### config.mk
export PLATFORM = sky130hd
export DESIGN_NAME = ps2_host_tx
export DESIGN_NICKNAME = d
export VERILOG_FILES = /design/src/rtl/ps2_host_tx.sv
export SDC_FILE = /design/constraint.sdc
export NUM_CORES = 1
export LEC_CHECK = 0
export CAP_MARGIN = 20
export CORE_UTILIZATION = 46
export CTS_CLUSTER_SIZE = 8
export DETAILED_ROUTE_END_ITERATION = 7
export HOLD_SLACK_MARGIN = 0.1
export PLACE_DENSITY_LB_ADDON = 0.25
export REMOVE_ABC_BUFFERS = 1
export SLEW_MARGIN = 20
export SYNTH_ARGS = -nofsm -noshare
export SYNTH_HDL_FRONTEND = slang
export SYNTH_SLANG_ARGS = --single-unit
### constraint.sdc
create_clock -name CLK -period 2.5 [get_ports CLK]
set_input_delay 0.75 -clock CLK [delete_from_list [all_inputs] [get_ports CLK]]
set_output_delay 0.75 -clock CLK [all_outputs]
set_load 0.01 [all_outputs]
### src/rtl/ps2_host_tx.sv
// PS/2 host-to-device transmitter: inhibits the bus, issues a request-to-send, then
// shifts one byte plus odd parity out on device-generated clocks and checks the ack.
module ps2_host_tx #(
  parameter int INHIBIT_CYCLES = 5000,   // must be at least 2
  parameter int FILTER_LEN     = 8,
  parameter int TIMEOUT_CYCLES = 750000
) (
  input  logic       CLK,
  input  logic       RESET,
  input  logic       KCLK_IN,
  input  logic       KDATA_IN,
  output logic       KCLK_OE,
  output logic       KDATA_OE,
  input  logic [7:0] TX_DATA,
  input  logic       TX_START,
  output logic       BUSY,
  output logic       DONE,
  output logic       ACK_ERR,
  output logic       TIMEOUT_ERR
);

  localparam int INH_W  = $clog2(INHIBIT_CYCLES + 1);
  localparam int FILT_W = $clog2(FILTER_LEN + 1);
  localparam int TO_W   = $clog2(TIMEOUT_CYCLES + 1);

  localparam logic [INH_W-1:0]  INH_LAST  = INH_W'(INHIBIT_CYCLES - 1);
  localparam logic [INH_W-1:0]  INH_DATA  = INH_W'(INHIBIT_CYCLES - 2);
  localparam logic [FILT_W-1:0] FILT_LAST = FILT_W'(FILTER_LEN - 1);
  localparam logic [TO_W-1:0]   TO_LAST   = TO_W'(TIMEOUT_CYCLES - 1);

  typedef enum logic [1:0] {IDLE, INHIBIT, SEND, WAIT_IDLE} state_t;

  state_t             state_q, state_d;
  logic               kclk_meta_q, kclk_sync_q, kdata_meta_q, kdata_sync_q;
  logic               kclk_filt_q, kclk_filt_d;
  logic [FILT_W-1:0]  filt_cnt_q, filt_cnt_d;
  logic [7:0]         data_q, data_d;
  logic [INH_W-1:0]   inh_cnt_q, inh_cnt_d;
  logic [3:0]         bit_cnt_q, bit_cnt_d;
  logic [TO_W-1:0]    to_cnt_q, to_cnt_d;
  logic               kclk_oe_q, kclk_oe_d;
  logic               kdata_oe_q, kdata_oe_d;
  logic               busy_q, busy_d;
  logic               done_q, done_d;
  logic               ack_err_q, ack_err_d;
  logic               to_err_q, to_err_d;
  logic               kclk_fall;
  logic               timeout;
  logic [15:0]        frame_bits;

  // Glitch filter: the level follows the synchronized clock only after a full run
  // of FILTER_LEN consecutive differing samples.
  always_comb begin
    kclk_filt_d = kclk_filt_q;
    filt_cnt_d  = '0;
    if (kclk_sync_q != kclk_filt_q) begin
      if (filt_cnt_q == FILT_LAST) begin
        kclk_filt_d = kclk_sync_q;
      end else begin
        filt_cnt_d = filt_cnt_q + 1'b1;
      end
    end
  end

  assign kclk_fall = kclk_filt_q & ~kclk_filt_d;

  // Index k holds the bit presented after falling edge k+1; the stop bit and the
  // padding above it are 1 so the data line is released.
  assign frame_bits = {7'h7F, ~^data_q, data_q};

  always_comb begin
    state_d    = state_q;
    data_d     = data_q;
    inh_cnt_d  = inh_cnt_q;
    bit_cnt_d  = bit_cnt_q;
    to_cnt_d   = '0;
    kclk_oe_d  = kclk_oe_q;
    kdata_oe_d = kdata_oe_q;
    busy_d     = busy_q;
    done_d     = 1'b0;
    ack_err_d  = ack_err_q;
    to_err_d   = to_err_q;
    timeout    = 1'b0;
    case (state_q)
      IDLE: begin
        // A request coinciding with the DONE pulse is still treated as busy.
        if (TX_START && !done_q) begin
          data_d     = TX_DATA;
          busy_d     = 1'b1;
          ack_err_d  = 1'b0;
          to_err_d   = 1'b0;
          kclk_oe_d  = 1'b1;
          kdata_oe_d = 1'b0;
          inh_cnt_d  = '0;
          state_d    = INHIBIT;
        end
      end
      INHIBIT: begin
        inh_cnt_d = inh_cnt_q + 1'b1;
        if (inh_cnt_q == INH_DATA) kdata_oe_d = 1'b1;
        if (inh_cnt_q == INH_LAST) begin
          kclk_oe_d = 1'b0;
          bit_cnt_d = '0;
          state_d   = SEND;
        end
      end
      SEND: begin
        if (kclk_fall) begin
          bit_cnt_d = bit_cnt_q + 1'b1;
          if (bit_cnt_q == 4'd10) begin
            ack_err_d = kdata_sync_q;
            state_d   = WAIT_IDLE;
          end else begin
            kdata_oe_d = ~frame_bits[bit_cnt_q];
          end
        end else if (to_cnt_q == TO_LAST) begin
          timeout = 1'b1;
        end else begin
          to_cnt_d = to_cnt_q + 1'b1;
        end
      end
      WAIT_IDLE: begin
        if (kclk_sync_q && kdata_sync_q) begin
          done_d  = 1'b1;
          busy_d  = 1'b0;
          state_d = IDLE;
        end else if (!kclk_fall) begin
          if (to_cnt_q == TO_LAST) timeout = 1'b1;
          else                     to_cnt_d = to_cnt_q + 1'b1;
        end
      end
      default: state_d = IDLE;
    endcase

    if (timeout) begin
      kclk_oe_d  = 1'b0;
      kdata_oe_d = 1'b0;
      to_err_d   = 1'b1;
      ack_err_d  = 1'b0;
      done_d     = 1'b1;
      busy_d     = 1'b0;
      state_d    = IDLE;
    end
  end

  always_ff @(posedge CLK or negedge RESET) begin
    if (!RESET) begin
      state_q      <= IDLE;
      kclk_meta_q  <= 1'b1;
      kclk_sync_q  <= 1'b1;
      kdata_meta_q <= 1'b1;
      kdata_sync_q <= 1'b1;
      kclk_filt_q  <= 1'b1;
      filt_cnt_q   <= '0;
      data_q       <= '0;
      inh_cnt_q    <= '0;
      bit_cnt_q    <= '0;
      to_cnt_q     <= '0;
      kclk_oe_q    <= 1'b0;
      kdata_oe_q   <= 1'b0;
      busy_q       <= 1'b0;
      done_q       <= 1'b0;
      ack_err_q    <= 1'b0;
      to_err_q     <= 1'b0;
    end else begin
      state_q      <= state_d;
      kclk_meta_q  <= KCLK_IN;
      kclk_sync_q  <= kclk_meta_q;
      kdata_meta_q <= KDATA_IN;
      kdata_sync_q <= kdata_meta_q;
      kclk_filt_q  <= kclk_filt_d;
      filt_cnt_q   <= filt_cnt_d;
      data_q       <= data_d;
      inh_cnt_q    <= inh_cnt_d;
      bit_cnt_q    <= bit_cnt_d;
      to_cnt_q     <= to_cnt_d;
      kclk_oe_q    <= kclk_oe_d;
      kdata_oe_q   <= kdata_oe_d;
      busy_q       <= busy_d;
      done_q       <= done_d;
      ack_err_q    <= ack_err_d;
      to_err_q     <= to_err_d;
    end
  end

  assign KCLK_OE     = kclk_oe_q;
  assign KDATA_OE    = kdata_oe_q;
  assign BUSY        = busy_q;
  assign DONE        = done_q;
  assign ACK_ERR     = ack_err_q;
  assign TIMEOUT_ERR = to_err_q;

endmodule

## Word level (Yosys, flattened, before mapping)

Cells that the tools add are included.

| word-level totals | value |
|---|---|
| register bits after elaboration | 62 |
| bits in latches | 0 |
| RAM bits | 0 |
| memory bits (read-only) | 0 |
| input port bits | 13 |
| output and inout port bits | 6 |
| word-level logic and storage cells | 114 |
| memories kept | 0 |

| operators by class | value |
|---|---|
| add/subtract/negate cells | 4 |
| $mul | 0 |
| div/mod/pow operators | 0 |
| $lt $le $gt $ge | 1 |
| equal/unequal tests | 19 |
| shift-type cells | 0 |
| multiplexer cells | 48 |
| bitwise operators | 3 |
| reduce and logical (&&, ||, !) cells | 22 |

Operators by type and width:

| operator | number |
|---|---|
| 20-bit two-way mux | 3 |
| 20-bit case mux with 2 select lines | 1 |
| 13-bit equality test, second input constant | 2 |
| 13-bit case mux with 2 select lines | 1 |
| 1-bit two-way mux | 24 |
| 3-bit inequality test, second input constant | 7 |
| 20-bit by 1-bit adder with 20-bit output, second input constant | 1 |
| 20-bit equality test, second input constant | 1 |
| 4-bit two-way mux | 4 |
| 13-bit by 1-bit adder with 13-bit output, second input constant | 1 |
| 13-bit two-way mux | 1 |
| 2-bit two-way mux | 6 |
| 5-bit AND reduction | 2 |
| 3-bit AND reduction | 3 |
| 3-bit nonzero test | 3 |
| 4-bit by 1-bit adder with 4-bit output, second input constant | 2 |
| 1-bit case mux with 2 select lines | 4 |
| 2-bit case mux with 4 select lines | 1 |
| 4-bit case mux with 2 select lines | 1 |
| 2-bit nonzero test | 4 |
| 8-bit XNOR reduction | 1 |
| 2-bit inequality test, second input constant | 3 |
| 2-bit AND reduction | 3 |
| 4-bit by 5-bit < comparator with 1-bit output, second input constant | 1 |
| other kinds (14) | 17 |

## Logic depth before layout (Yosys ltp)

| logic depth | value |
|---|---|
| depth in word-level cells | 10 |
| depth in mapped cells | 8 |
| gate-level depth less buffers | 7 |

## Worst setup path after synthesis

No wires, ideal clock.

| timing | value |
|---|---|
| kind | flip-flop to flip-flop |
| from | register state_q[0] |
| to | register kdata_oe_q, in the netlist KDATA_OE |
| library setup time | 0.137 ns |
| arrival time | 2.058 ns |
| required time | 2.363 ns |
| setup slack | 0.305 ns |
| cell stages (with the launch flop) | 8 |
| buffers on the path | 0 |
| period minus slack after synthesis | 2.195 ns |
| cells stage by stage | dfrtp_1 inv_1 ha_1 or4b_2 o211a_1 a221oi_1 and2_1 o32ai_2 |

| between the ends | value |
|---|---|
| cells in the longest elaborated chain, start to end | 4 |
| elaborated cells between the ends (all ways) | 13 |
| those cells by class | 7 x eq/ne; 3 x mux; 3 x reduce/logical |

Ends and longest elaborated chain:

| element | line | RTL |
|---|---|---|
| start, declared | 33 | `state_t state_q, state_d;` |
| start signal, assigned | 166 | `state_q <= state_d;` |
| 2-bit equality test | 84 | `case (state_q)` |
| 1-bit case mux with 2 select lines | 84 |  |
| 3-bit inequality test (no line) / 4-bit nonzero test (equally long branches) | -- |  |
| 5-bit AND reduction (no line) | -- |  |
| end signal, assigned | 178 | `kdata_oe_q <= kdata_oe_d;` |
| end, declared | 42 | `logic kdata_oe_q, kdata_oe_d;` |

Several ways; a longest one is shown, not always the timed one.
A chain may end at the register's enable or synchronous reset.

## Worst setup path in the final report

Ends and elaborated chain as after synthesis.

==> results.json <==
{
  "outcome": "complete, no violations",
  "post_route_cells_drive_above_1_share_pct": 12.2,
  "yosys.area.top_type_share_pct": 43.4,
  "syn_to_final_growth_pct": 17.7,
  "clock_skew_ps": 12.7,
  "fin_util_pct": 56.6,
  "critPathTopFamily": "simple AND/OR/NAND/NOR gates",
  "first_global_vias": 2482,
  "number_of_register_bits_inferred_by_synthesis": 62,
  "syn_area_sq_um": 3290,
  "dr.pass1.iters": 4,
  "pin_count_of_the_biggest_net_entering_global_routing": 63,
  "die_area_sq_um": 7490,
  "die_y_um": 86.5,
  "hold_buffers": 0,
  "post_synth_num_cell_types": 48,
  "timing.setup.critical_path_class": "reg2reg",
  "largest_stage_delay_on_the_critical_path_ps": 600,
  "critical_path_peak_fanout": 4,
  "postRouteAntennaNets": 0,
  "placed_cell_area_sq_um": 3660,
  "tightest_slew_margin_relative_to_the_limit_pct": 63.7,
  "top_signal_layer_used": "met4",
  "clock_tree.htree_level_count": 3,
  "cap_violations": 0,
  "min_period_over_period_pct": 92.7,
  "yosysWarningCount": 0,
  "num_vias": 2499,
  "final_area_sq_um": 3870,
  "timing_worst_slew_pin_value_ps": 539,
  "cts_num_sinks": 62,
  "met2_wirelength_um": 3030,
  "worst_r2r_endpoint": "KDATA_OE",
  "met1_wl_um": 3330,
  "rsz0062_at_grt": "false",
  "drt-wirelength-per-cell_um": 14.1,
  "antenna_found_initial": 0,
  "clk-insertion-delay-late_ps": 350,
  "routed_wl_um": 6690,
  "min_path_cells": 0,
  "finalCriticalPeriod_ps": 2320,
  "gp_routability_congestion": 0.838,
  "syn-instance-count": 341,
  "wire_length_of_the_first_global_routing_pass_um": 11700,
  "rows": 30,
  "synth_sequential_area_ratio_pct": 47.4,
  "arrival_ps": 2540,
  "timing.hold.worst.class": "reg2reg",
  "cts_buffers": 9,
  "report.final.hold_viol_count": 0,
  "groute.usage.overall_pct": 20.5,
  "r2r-start": "state_q[0]",
  "effective_utilization_at_floorplan_pct": 48.1,
  "core-area_sq_um": 6830,
  "dp.final_hpwl_um": 4620,
  "timing.hold.worst.start": "kclk_meta_q",
  "tritoncts": "yes",
  "slew_violations": 0,
  "root_buffer": "sky130_fd_sc_hd__clkbuf_8",
  "path_buf_inv": 1,
  "final_net_count": 398,
  "drt_first_iter_violations": 144,
  "drt-vias-per-instance": 5.27,
  "reg2reg_depth": 7,
  "setup_violations": 0,
  "detail_route.drc_violations": 0,
  "crit_path_cell_trace": "inv_1, ha_1, or4b_2, o211a_1, a221oi_1, and2_1, o32ai_2",
  "synth.largest_area_cell": "sky130_fd_sc_hd__dfrtp_1",
  "rrSetupSlack_ps": 180,
  "critPathRequiredTime_ps": 2720,
  "syn-mean-instance-area_sq_um": 9.64,
  "met3RoutedLength_um": 221,
  "leakage_nw": 1.68,
  "antennaDiodeCount": 0,
  "number_of_buffers_on_the_longest_clock_path": 2,
  "achievable-frequency_ghz": 0.431,
  "power_per_cell_area_nw_per_um2": 916,
  "grt_overflow": 0,
  "clkTransAtPathRegs_ps": 70,
  "peakVddDrop_mv": 0.716,
  "cts_resized": 0,
  "yosys-top-cells-area": "sky130_fd_sc_hd__dfrtp_1 43%, sky130_fd_sc_hd__nand2_1 6.2%, sky130_fd_sc_hd__xnor2_1 5.1%, sky130_fd_sc_hd__nor2_1 4.3%, sky130_fd_sc_hd__xor2_1 4.3%",
  "min_to": "kclk_sync_q",
  "fp.dieW_um": 86.5,
  "kind_of_start_point_of_the_critical_path": "flop",
  "place.port_buffers": 18,
  "cell_at_the_slowest_stage_of_the_critical_path": "sky130_fd_sc_hd__or4b_2",
  "cts.repair_timing.setup_buffer_count": 0,
  "timing.critical_path.to_type": "flop",
  "floorplan.io_pins": 19
}
==> worst reg2reg max path: cells and delay by family (launching register included) <==
kind                     cells  cell delay [ps]
flip-flops                   1              380
buffers and inverters        1              100
adder cells (fa/ha/maj)      1              220
AND/OR/NAND/NOR              2              810
AO/OA/AOI/OAI                3              670
==> cells in the mapped netlist (all sizes together) <==
library cell / n
a211oi: 3
a21boi: 3
a21oi: 8
a221oi: 1
a22o: 4
and2: 3
and3: 3
and3b: 2
and4: 2
buf: 2
clkbuf: 8
dfrtp: 57
dfstp: 5
ha: 11
inv: 12
mux4: 2
nand2: 54
nand2b: 4
nand3: 18
nand3b: 6
nand4: 6
nand4b: 1
nor2: 38
nor2b: 5
nor3: 7
nor4: 3
nor4b: 1
o2111ai: 1
o211a: 2
o211ai: 1
o21ai: 14
o21ba: 1
o21bai: 1
o22ai: 4
o31ai: 2
o32ai: 1
o41ai: 2
or3: 2
or4: 1
or4b: 4
or4bb: 1
xnor2: 19
xor2: 16
==> state kept, by name, summed over array words and instances (netlist names) <==
register	flops
ACK_ERR	1
KCLK_OE	1
TIMEOUT_ERR	1
kclk_meta_q	1
bit_cnt_q	4
state_q	2
filt_cnt_q	4
kdata_sync_q	1
KDATA_OE	1
to_cnt_q	20
inh_cnt_q	13
data_q	8
DONE	1
kdata_meta_q	1
kclk_sync_q	1
kclk_filt_q	1
BUSY	1
==> stage by stage <==
| stage | power, mW | hold slack, ps | cells | worst slack [ps] | TNS [ps] |
|---|---|---|---|---|---|
| 2_1_floorplan | 2.19 | 345 | 331 | 229 | 0 |
| 3_3_place_gp | 2.60 | 346 | 459 | 64.7 | 0 |
| 3_5_place_dp | 2.64 | 347 | 459 | -12.3 | -12.3 |
| 4_1_cts | 3.59 | 344 | 474 | 170 | 0 |
| 5_1_grt | 3.79 | 348 | 474 | 37.4 | 0 |
| 6_report | 3.54 | 339 | 474 | 182 | 0 |
==> metal layers <==
metal / up-vias / track usage, %
met1: 1206 / 27.3
li1: 1243 / -
met4: 0 / 8.48
met5: - / 0
met3: 11 / 4.95
met2: 39 / 32.3
==> layout by cell type (no fill, tap or decap), types with 2 or more instances in the layout <==
cell / instances
sky130_fd_sc_hd__dfrtp_1: 57
sky130_fd_sc_hd__ha_1: 11
sky130_fd_sc_hd__clkbuf_8: 12
sky130_fd_sc_hd__inv_1: 12
sky130_fd_sc_hd__mux4_2: 2
sky130_fd_sc_hd__or4b_1: 3
sky130_fd_sc_hd__o22ai_1: 4
sky130_fd_sc_hd__nand2b_1: 4
sky130_fd_sc_hd__a211oi_1: 3
sky130_fd_sc_hd__a21oi_1: 8
sky130_fd_sc_hd__a22o_1: 4
sky130_fd_sc_hd__buf_4: 13
sky130_fd_sc_hd__nand3_1: 18
sky130_fd_sc_hd__nand3b_1: 6
sky130_fd_sc_hd__dfstp_2: 5
sky130_fd_sc_hd__nand4_1: 6
sky130_fd_sc_hd__nor3_1: 7
sky130_fd_sc_hd__nor2b_1: 5
sky130_fd_sc_hd__nor4_1: 2
sky130_fd_sc_hd__o31ai_1: 2
sky130_fd_sc_hd__xor2_1: 16
sky130_fd_sc_hd__and3b_1: 2
sky130_fd_sc_hd__a21boi_0: 3
sky130_fd_sc_hd__xnor2_1: 19
sky130_fd_sc_hd__nor2_1: 38
sky130_fd_sc_hd__and2_1: 3
sky130_fd_sc_hd__nand2_1: 54
sky130_fd_sc_hd__clkdlybuf4s50_1: 17
sky130_fd_sc_hd__o211a_1: 2
sky130_fd_sc_hd__and3_1: 3
sky130_fd_sc_hd__o21ai_0: 14
==> worst max path at each step <==
stage	cells past startpoint	startpoint	slack [ps]	endpoint
2_1_floorplan	7	state_q[1]	230	KDATA_OE
3_3_place_gp	7	TX_START	60	inh_cnt_q[9]
3_5_place_dp	7	TX_START	-10	KDATA_OE
4_1_cts	7	state_q[0]	170	KDATA_OE
5_1_grt	7	state_q[0]	40	KDATA_OE
6_report	7	state_q[0]	180	KDATA_OE
==> power breakdown <==
part	switching, mW	total, mW	internal, mW	leakage [nW]
Clock	0.386	0.921	0.535	0.104
Combinational	0.690	1.27	0.584	0.755
Sequential	0.162	1.35	1.19	0.817
==> cells by family after synthesis <==
kind of cell,after synthesis,share of synthesized area (%)
simple gates,161,24.4
flops,62,47.4
compound gates,48,10.7
xor+xnor,35,9.33
buf+inv,22,2.59
fa+ha+maj,11,4.19
mux,2,1.37
==> final cells by class <==
cell class | count | area [sq um]
Sequential cell | 62 | 1560
Clock buffer | 12 | 165
Timing Repair Buffer | 32 | 293
Multi-Input combinational cell | 257 | 1640
Fill cell | 651 | 2960
Clock inverter | 3 | 42.5
Tap cell | 96 | 120
Inverter | 12 | 45.0
Power figures use the tool's default switching activity.
